==> config.mk <==
export PLATFORM = sky130hd
export DESIGN_NAME = operand_collector
export DESIGN_NICKNAME = d
export VERILOG_FILES = /design/src/rtl/operand_collector.sv
export SDC_FILE = /design/constraint.sdc
export NUM_CORES = 1
export LEC_CHECK = 0
export ABC_AREA = 1
export CORE_ASPECT_RATIO = 1.75
export CORE_UTILIZATION = 44
export CTS_CLUSTER_SIZE = 40
export DETAILED_ROUTE_END_ITERATION = 16
export PLACE_DENSITY = 0.81
export REMOVE_ABC_BUFFERS = 1
export SYNTH_ARGS = -nofsm -noshare
export SYNTH_HDL_FRONTEND = slang
export SYNTH_SLANG_ARGS = --single-unit
==> constraint.sdc <==
create_clock -name clk_i -period 2 [get_ports clk_i]
set_input_delay 0.4 -clock clk_i [delete_from_list [all_inputs] [get_ports clk_i]]
set_output_delay 0.4 -clock clk_i [all_outputs]
set_load 0.03 [all_outputs]
==> src/rtl/operand_collector.sv <==
// Operand collector: latches one decoded instruction, issues tagged register-bank reads,
// gathers the responses in any order, then hands instruction plus operands to execute.
module operand_collector #(
    parameter int  NumOperands  = 3,
    parameter int  NumRegisters = 256,
    parameter int  DataWidth    = 32,
    parameter int  TagWidth     = 8,
    parameter int  InstWidth    = 32,
    localparam int AddrWidth    = $clog2(NumRegisters)
) (
    input  logic                             clk_i,
    input  logic                             rst_i,
    input  logic                             inst_valid_i,
    output logic                             inst_ready_o,
    input  logic [InstWidth-1:0]             inst_i,
    input  logic [NumOperands-1:0]           inst_op_used_i,
    input  logic [NumOperands*AddrWidth-1:0] inst_op_addr_i,
    output logic                             read_valid_o,
    input  logic                             read_ready_i,
    output logic [AddrWidth-1:0]             read_addr_o,
    output logic [TagWidth-1:0]              read_tag_o,
    input  logic                             read_valid_i,
    input  logic [TagWidth-1:0]              read_tag_i,
    input  logic [DataWidth-1:0]             read_data_i,
    output logic                             disp_valid_o,
    input  logic                             disp_ready_i,
    output logic [InstWidth-1:0]             disp_inst_o,
    output logic [NumOperands*DataWidth-1:0] disp_operands_o,
    output logic [1:0]                       dbg_state_o
);

    localparam int IdxW = (NumOperands > 1) ? $clog2(NumOperands) : 1;

    if (TagWidth < $clog2(NumOperands)) begin : g_tag_width_check
        $error("operand_collector: TagWidth too narrow to encode every operand index");
    end

    typedef enum logic [1:0] {
        S_IDLE     = 2'd0,
        S_ISSUE    = 2'd1,
        S_WAIT     = 2'd2,
        S_DISPATCH = 2'd3
    } state_t;

    state_t                           r_state;
    logic [InstWidth-1:0]             r_inst;
    logic [NumOperands*AddrWidth-1:0] r_addr;
    logic [NumOperands-1:0]           r_used;
    logic [NumOperands-1:0]           r_issued;
    logic [NumOperands-1:0]           r_recv;
    logic [NumOperands*DataWidth-1:0] r_operands;

    logic [NumOperands-1:0] w_pending;
    logic [NumOperands-1:0] w_issue_oh;
    logic [IdxW-1:0]        w_issue_idx;
    logic [NumOperands-1:0] w_resp_hit;
    logic [NumOperands-1:0] w_recv_next;
    logic [NumOperands-1:0] w_issued_next;

    assign w_pending = r_used & ~r_issued;

    // Lowest-index pending operand wins; it cannot change until its request is accepted.
    always_comb begin
        w_issue_idx = '0;
        w_issue_oh  = '0;
        for (int k = NumOperands - 1; k >= 0; k--) begin
            if (w_pending[k]) begin
                w_issue_idx   = IdxW'(k);
                w_issue_oh    = '0;
                w_issue_oh[k] = 1'b1;
            end
        end
    end

    // A response counts only for an operand that was issued and has not yet returned.
    always_comb begin
        w_resp_hit = '0;
        for (int k = 0; k < NumOperands; k++) begin
            w_resp_hit[k] = read_valid_i && (r_state != S_IDLE) &&
                            (read_tag_i == TagWidth'(k)) && r_issued[k] && !r_recv[k];
        end
    end

    assign w_recv_next   = r_recv | w_resp_hit;
    assign w_issued_next = r_issued | (read_ready_i ? w_issue_oh : '0);

    always_ff @(posedge clk_i) begin
        if (rst_i) begin
            r_state    <= S_IDLE;
            r_inst     <= '0;
            r_addr     <= '0;
            r_used     <= '0;
            r_issued   <= '0;
            r_recv     <= '0;
            r_operands <= '0;
        end else begin
            r_recv <= w_recv_next;
            for (int k = 0; k < NumOperands; k++) begin
                if (w_resp_hit[k]) begin
                    r_operands[k*DataWidth +: DataWidth] <= read_data_i;
                end
            end
            case (r_state)
                S_IDLE: begin
                    if (inst_valid_i) begin
                        r_inst     <= inst_i;
                        r_addr     <= inst_op_addr_i;
                        r_used     <= inst_op_used_i;
                        r_issued   <= '0;
                        r_recv     <= '0;
                        r_operands <= '0;
                        r_state    <= (inst_op_used_i == '0) ? S_DISPATCH : S_ISSUE;
                    end
                end
                S_ISSUE: begin
                    r_issued <= w_issued_next;
                    if (w_recv_next == r_used) begin
                        r_state <= S_DISPATCH;
                    end else if (w_issued_next == r_used) begin
                        r_state <= S_WAIT;
                    end
                end
                S_WAIT: begin
                    if (w_recv_next == r_used) begin
                        r_state <= S_DISPATCH;
                    end
                end
                S_DISPATCH: begin
                    if (disp_ready_i) begin
                        r_state <= S_IDLE;
                    end
                end
                default: r_state <= S_IDLE;
            endcase
        end
    end

    // Handshakes: a transfer happens on a rising edge where valid and ready are both high;
    // valid never waits on ready, and payload stays stable while valid is high and ready low.
    assign inst_ready_o    = !rst_i && (r_state == S_IDLE);
    assign read_valid_o    = !rst_i && (r_state == S_ISSUE) && (w_pending != '0);
    assign read_addr_o     = r_addr[int'(w_issue_idx)*AddrWidth +: AddrWidth];
    assign read_tag_o      = TagWidth'(w_issue_idx);
    assign disp_valid_o    = !rst_i && (r_state == S_DISPATCH);
    assign disp_inst_o     = r_inst;
    assign disp_operands_o = r_operands;
    assign dbg_state_o     = r_state;

endmodule

## Word-level counts from Yosys, hierarchy flattened

Cells that the tools add are included.

| cells by class | value |
|---|---|
| reduce and logical (&&, ||, !) cells | 27 |
| equality and inequality tests | 11 |
| muxes and demuxes | 23 |
| shifts and indexed selects | 1 |
| bitwise gates (word level) | 4 |

Operators by type and width:

| operator | count |
|---|---|
| $mux W96 | 2 |
| $mux W32 | 3 |
| $shiftx A24 B6 Y8 | 1 |
| $mux W3 | 7 |
| $mux W2 | 9 |
| $logic_and A1 B1 Y1 | 14 |
| $eq A8 B1 Y1 const B | 1 |
| $eq A8 B2 Y1 const B | 1 |
| $logic_not A8 Y1 | 1 |
| $pmux W2 S4 | 1 |
| $eq A3 B3 Y1 | 2 |
| $ne A2 B2 Y1 const B | 3 |
| $or A3 B3 Y3 | 2 |
| $pmux W3 S2 | 1 |
| $eq A2 B2 Y1 const B | 2 |
| $logic_not A1 Y1 | 4 |
| $reduce_and A2 Y1 | 2 |
| $reduce_and A4 Y1 | 1 |
| $reduce_bool A2 Y1 | 2 |
| $and A3 B3 Y3 | 1 |
| $logic_not A3 Y1 | 1 |
| $ne A3 B3 Y1 const B | 1 |
| $not A3 Y3 | 1 |
| $reduce_bool A3 Y1 | 1 |
| 2 further kinds | 2 |

| storage, ports and cells | value |
|---|---|
| register bits after elaboration | 163 |
| bits of input ports | 105 |
| logic and storage cells | 73 |
| output and inout port bits | 149 |

## Longest topological paths before layout

Gate-level depths: netlist (run 1).

| logic depth | value |
|---|---|
| depth after elaboration | 11 |
| depth in mapped cells | 14 |
| gate-level depth less buffers | 14 |

## Least setup slack after synthesis (run 1)

OpenSTA, ideal clock, no wires.

| path | value |
|---|---|
| path type | flip-flop to output port |
| from | register r_used[1] |
| to | output port read_addr_o[0] |
| setup slack | 0.040 ns |
| cell stages (with the launch flop) | 6 |
| data required time | 1.600 ns |
| arrival time | 1.560 ns |
| path through | dfxtp_1 -> nand2_1 -> a21oi_1 -> buf_2 -> nand2_1 -> a31oi_1 |

| between the ends | value |
|---|---|
| word-level cells in the longest chain between the ends | 4 |

RTL lines:

| what | RTL line | source |
|---|---|---|
| start, declared | 48 | `logic [NumOperands-1:0] r_used;` |
| start signal, assigned | 108 | `r_used <= inst_op_used_i;` |
| $and A3 B3 Y3 | 60 | `assign w_pending = r_used & ~r_issued;` |
| $mux W2 (2 in series) | 67 | `if (w_pending[k]) begin` |
| net read_tag_o[0] | 21 | `output logic [TagWidth-1:0] read_tag_o,` |
| $shiftx A24 B6 Y8 | 142 | `assign read_addr_o = r_addr[int'(w_issue_idx)*AddrWidth +: AddrWidth];` |
| end, declared | 20 | `output logic [AddrWidth-1:0] read_addr_o,` |

The timed path passes the listed nets, and every way through them passes these cells.

## Worst setup path after layout (run 1)

| path | value |
|---|---|
| from | register r_issued[1] |
| to | output port read_addr_o[3] |

| between the ends | value |
|---|---|
| word-level cells in the longest chain between the ends | 5 |

RTL lines:

| what | RTL line | source |
|---|---|---|
| start, declared | 49 | `logic [NumOperands-1:0] r_issued;` |
| start signal, assigned | 116 | `r_issued <= w_issued_next;` |
| $not A3 Y3 | 60 |  |
| $and A3 B3 Y3 | 60 |  |
| $mux W2 (2 in series) | 67 |  |
| $shiftx A24 B6 Y8 | 142 |  |

Every way passes these cells.

==> results.json, run 1 <==
{
  "max_cap_violations": 0,
  "netlist_area_um2": 6490,
  "synth_area_leaders": "dfxtp_1 50%, nor2_1 13%, a211oi_1 9.8%, inv_1 6.6%, o21ai_0 4.9%",
  "finalCriticalPeriod_ps": 2120,
  "synthArstFlopShare_pct": 0,
  "fmax_ghz": 0.471,
  "drt-initial-drc-count": 150,
  "rows": 58,
  "dieArea_um2": 15300,
  "critical_path.most_common_cell": "nand2_2",
  "clockRootBuffer": "clkbuf_16",
  "num_io_pins": 254,
  "fp.dieH_um": 163,
  "grt_pass1_wl_um": 27300,
  "synth_top_cell_by_area": "dfxtp_1",
  "slowest_delay_ps": 330,
  "clock-sinks": 163,
  "post-dp-hpwl_um": 12200,
  "hold_viol": 0,
  "synth.ff_latch_count": 163,
  "wl_um": 17300,
  "multiInputGateArea_um2": 2590,
  "final_cells": 1269,
  "clk_path_buf_depth": 2,
  "status": "finished, violations left",
  "start_kind": "register",
  "hold_class": "reg -> reg",
  "drc": 0,
  "rsz0062_at_grt": "true",
  "synth_top_area_share_pct": 50.3,
  "cp_max_fo": 8,
  "firstDrtPassIters": 5,
  "synth_ff_type": "dfxtp_1",
  "cts-buffers-inserted": 17,
  "cts.clk_slew.worst_paths_ps": 70,
  "syn_area_per_cell_um2": 7.85,
  "fill_cells": 1113,
  "antenna_found_initial": 0,
  "synth_most_common_cell": "nor2_1",
  "dp.cells": 1230,
  "cts_tree": "done",
  "critical_path.slowest_cell": "dfxtp_2",
  "fin_skew_ps": 10.3,
  "synth_common_cells": "229 x nor2_1, 163 x dfxtp_1, 115 x inv_1, 85 x a211oi_1, 64 x o21ai_0",
  "ant_nets": 0,
  "antenna_cells": 0,
  "critPathCaptureType": "output port",
  "port_buffers": 247,
  "clk_latency_ps": 420,
  "setup-tns-final_ps": -769,
  "placed_cell_area_um2": 9250,
  "layout.area.seq_um2": 3270,
  "grt_max_degree": 56,
  "grtUsageTotal_pct": 22.6,
  "via_count": 6204,
  "final_core_util_pct": 69.2,
  "failed_checks": "setup timing",
  "fin_area_um2": 9940,
  "wl_per_cell_um": 13.6,
  "drive_above_1_share_pct": 11.5,
  "synth-edff-count": 0,
  "yosysSeqAreaShare_pct": 50.3,
  "cp.arrival_ps": 1720,
  "powerDensity_nw_per_um2": 1020,
  "drv_slew": 0,
  "required_ps": 1600,
  "leakagePower_uw": 0.00374,
  "nNetsFinal": 1185,
  "period_share_pct": 106,
  "cts_hold_buf": 0,
  "crit_chain": "inv_2, nand2_2, a21oi_2, buf_6, clkinvlp_4, nand2_2, a31oi_4, buf_12",
  "synth_cells": 827,
  "crit_buf_inv": 4,
  "place_congestion": 0.888,
  "fp.coreArea_um2": 14400,
  "setup_violations": 8,
  "area_delta_synth_final_pct": 53.1,
  "yosysWarnings": 0,
  "ctsHtreeMaxLevel": 4,
  "final_critical_path_setup_slack_ps": -123,
  "grt_overflow": 0,
  "die_x_um": 93.8,
  "cp_top_family": "buffers and inverters",
  "grt_pass1_vias": 5801,
  "ir_drop_uv": 715,
  "routed_via_density": 4.89,
  "critPathKind": "reg -> out",
  "initial_utilization_pct": 45.2,
  "yosysUniqueCellTypes": 29
}
layer usage:
layer  part of all wire (%)  global-route usage, %  wire length, um
met1                     40                   25.3             6870
met2                     51                   40.6             8890
met3                    7.2                   5.93             1250
met4                    1.7                   7.48              303
met5                      0                      0                0
worst paths after layout:
check | from | end | slack (ps) | cells past startpoint
hold reg to reg | disp_operands_o[5] | disp_operands_o[5] | 460 | 2
hold / removal | disp_operands_o[5] | disp_operands_o[5] | 460 | 2
setup / recovery | r_issued[1] | read_addr_o[3] | -120 | 8
setup reg to reg | dbg_state_o[0] | disp_operands_o[83] | 170 | 10
placed cells by master (no fill, tap or decap), types with 2 or more instances in the layout:
cell and count:
clkdlybuf4s50_1 232, a31oi_1 7, inv_1 112, nor2_1 229, a21oi_1 11, inv_8 6
a211oi_2 12, a21oi_2 2, inv_2 6, conb_1 6, o21ai_0 64, nand4_1 2
nand3_1 9, ha_1 3, a211oi_1 85, clkinv_8 3, nor2_4 2, dfxtp_2 3
buf_12 10, nand3_4 2, buf_4 35, dlymetal6s2s_1 2, clkinvlp_4 2, nand2_1 38
clkinv_4 3, nand3_2 2, dfxtp_1 160, clkbuf_16 17, nand2_2 12
where the power goes:
part	total (uW)	switching (uW)	internal [uW]	leakage [uW]
Sequential	3790	188	3600	0.00133
Combinational	3140	1870	1270	0.00213
Clock	3200	1520	1680	0.000287
what timing repair did:
item                                    in CTS  in global routing
gates resized for setup                     11                  4
endpoints found under the setup margin       8                 13
gates cloned                                 0                  1
setup buffers                                5                  1
pin swaps                                    7                  4
tightest hold or removal path, stage by stage (launching register included):
cell	delay [ps]
dfxtp_1	310
inv_1	50
a211oi_1	50
through the flow:
stage                     power [uW]  hold slack [ps]  worst slack [ps]
after floorplan                 5510              455             -2110
after global placement          6830              443             -54.2
after detailed placement        6870              443             -77.3
after CTS                      10200              458             -99.1
after global routing           10600              473              -205
final                          10100              456              -123
cell families after synthesis:
group,Yosys count,synth area share (%)
AO/OA/AOI/OAI,184,19.3
adder cells (fa/ha/maj),4,0.771
buffers and inverters,176,11.0
flip-flops,163,50.3
other,1,0.0577
AND/OR/NAND/NOR,299,18.6
registers in the layout, summed over array words and instances, names as in the netlist:
register and count:
disp_inst_o 32, r_issued 3, r_used 3, dbg_state_o 2, disp_operands_o 96, r_addr 24, r_recv 3
area by class of cell:
type                            instances  area share [%]
Timing Repair Buffer                  280            28.4
Multi-Input combinational cell        494            26.0
Clock buffer                           17            4.28
Tap cell                              180            2.26
Inverter                              120            4.57
Clock inverter                         15            1.65
Sequential cell                       163            32.9
(Power assumes the default switching activity.)
==> inputs of run 2 (changes only) <==
CORE_MARGIN = 2   (was default)
==> results.json, run 2 (synthesis results as in run 1) <==
{
  "timing.rr.start": "dbg_state_o[0]",
  "rsz0062_at_grt": "true",
  "status": "finished, violations left",
  "die_x_um": 95.8,
  "grt_pass1_wl_um": 27900,
  "start_kind": "register",
  "via_count": 6182,
  "final_critical_path_setup_slack_ps": -105,
  "fp.dieH_um": 165,
  "cp-endpoint": "read_addr_o[1]",
  "required_ps": 1600,
  "drc": 0,
  "port_buffers": 247,
  "dp.cells": 1227,
  "placed_cell_area_um2": 9230,
  "place_congestion": 0.842,
  "ctsHtreeMaxLevel": 4,
  "critPathLaunch": "r_issued[1]",
  "fp.coreArea_um2": 14400,
  "nNetsFinal": 1187,
  "max_cap_violations": 0,
  "cp_top_family": "buffers and inverters",
  "mostFrequentLayoutCells": "233 x clkdlybuf4s50_1, 227 x nor2_1, 158 x dfxtp_1, 112 x inv_1, 85 x a211oi_1",
  "crit_buf_inv": 4,
  "drive_above_1_share_pct": 12.5,
  "wl_met3_um": 1510,
  "final_cells": 1271,
  "leakagePower_uw": 0.00374,
  "period_share_pct": 105,
  "cts-buffers-inserted": 17,
  "wl_per_cell_um": 13.7,
  "antenna_found_initial": 0,
  "critPathKind": "reg -> out",
  "critical_path.slowest_cell": "dfxtp_2",
  "grtUsageTotal_pct": 22.3,
  "fin_area_um2": 9990,
  "crit_chain": "inv_2, nand2_2, a21oi_2, buf_6, clkinvlp_4, nand2_2, a31oi_2, buf_6",
  "seqPwrFrac_pct": 37.4,
  "wl_met1_um": 6680,
  "p_int_uw": 6600,
  "num_io_pins": 254,
  "final_common_cell": "clkdlybuf4s50_1",
  "clk_path_buf_depth": 2,
  "fill_cells": 1137,
  "rows": 58,
  "failed_checks": "setup timing",
  "fmax_ghz": 0.475,
  "reg2reg_to": "disp_operands_o[66]",
  "clock-sinks": 163,
  "fin_skew_ps": 10.2,
  "post-dp-hpwl_um": 12300,
  "routed_via_density": 4.86,
  "setup_violations": 8,
  "hold_class": "reg -> reg",
  "grt_overflow": 0,
  "clockRootBuffer": "clkbuf_16",
  "slowest_delay_ps": 330,
  "largest_register_ffs": 96,
  "cp_max_fo": 8,
  "clk_latency_ps": 420,
  "power_frac_comb_pct": 31.3,
  "reg2reg_depth": 10,
  "grt_pass1_vias": 5869,
  "powerDensity_nw_per_um2": 1010,
  "grt_max_degree": 65,
  "cp.arrival_ps": 1700,
  "dieArea_um2": 15800,
  "switchingPower_uw": 3520,
  "initial_utilization_pct": 45.2,
  "drt-initial-drc-count": 206,
  "setup-tns-final_ps": -769,
  "finalCriticalPeriod_ps": 2100,
  "critPathCaptureType": "output port",
  "firstDrtPassIters": 5,
  "p_clk_share_pct": 31.3,
  "cp_num_cells": 8,
  "top_layer_used": "met4",
  "area_delta_synth_final_pct": 53.8,
  "ant_nets": 0,
  "timing.hold.ws_ps": 455,
  "hold_viol": 0,
  "rrSetupSlack_ps": 160,
  "dp_slack_ps": -119,
  "swShare_pct": 34.8,
  "cts.clk_slew.worst_paths_ps": 70,
  "wl_um": 17400,
  "drv_slew": 0,
  "cts_tree": "done",
  "antenna_cells": 0,
  "ir_drop_uv": 849,
  "routed-wl-met2_um": 8980
}
## run 2: worst min-delay path by stage
stage / depth (start not counted) / endpoint / startpoint / slack, ps
after detailed placement: 2 / disp_operands_o[26] / disp_operands_o[26] / 440
after global routing: 2 / disp_operands_o[33] / disp_operands_o[33] / 470
final: 2 / disp_operands_o[65] / disp_operands_o[65] / 450
after floorplan: 2 / r_addr[0] / r_addr[0] / 460
after CTS: 2 / disp_operands_o[65] / disp_operands_o[65] / 460
after global placement: 2 / disp_operands_o[47] / disp_operands_o[47] / 440
## run 2: per-layer routing
layer / vias up / GRT usage [%]
li1: 3161 / -
met1: 2774 / 24.2
met2: 229 / 40.4
met3: 18 / 7.62
met4: 0 / 6.49
met5: - / 0
## run 2: power by group through the flow
stage / combinational (uW) / clock (uW) / sequential [uW]
floorplan: 1290 / 0 / 4220
global placement: 2950 / 0 / 3840
detailed placement: 2960 / 0 / 3850
CTS: 3140 / 3240 / 3790
global route: 3440 / 3380 / 3830
finish: 3160 / 3170 / 3790
## run 2: what timing repair did
| item | 4_1_cts | 5_1_grt |
|---|---|---|
| pin swaps | 8 | 6 |
| hold buffers | 0 | 0 |
| setup endpoints to repair | 9 | 21 |
| gates resized for setup | 20 | 9 |
| setup buffers | 11 | 1 |
## run 2: metrics by stage
stage	util (%)	power, uW
after floorplan	-	5510
after global placement	64.2	6790
after detailed placement	64.2	6820
after CTS	69.2	10200
after global routing	69.5	10700
final	69.5	10100
## run 2: final cells by class
cell class / count / area, um^2 / area share (%)
inverter: 120 / 454 / 4.55
timing repair buffer: 283 / 2870 / 28.7
clock inverter: 13 / 131 / 1.32
sequential: 163 / 3270 / 32.8
clock buffer: 19 / 443 / 4.43
tap: 180 / 225 / 2.25
multi-input combinational: 493 / 2590 / 26.0
## run 2: tightest hold or removal path, delay by kind of cell, from the launching register on
kind	cells	cell delay (ps)
compound gates	1	50
buf+inv	1	50
flops	1	310
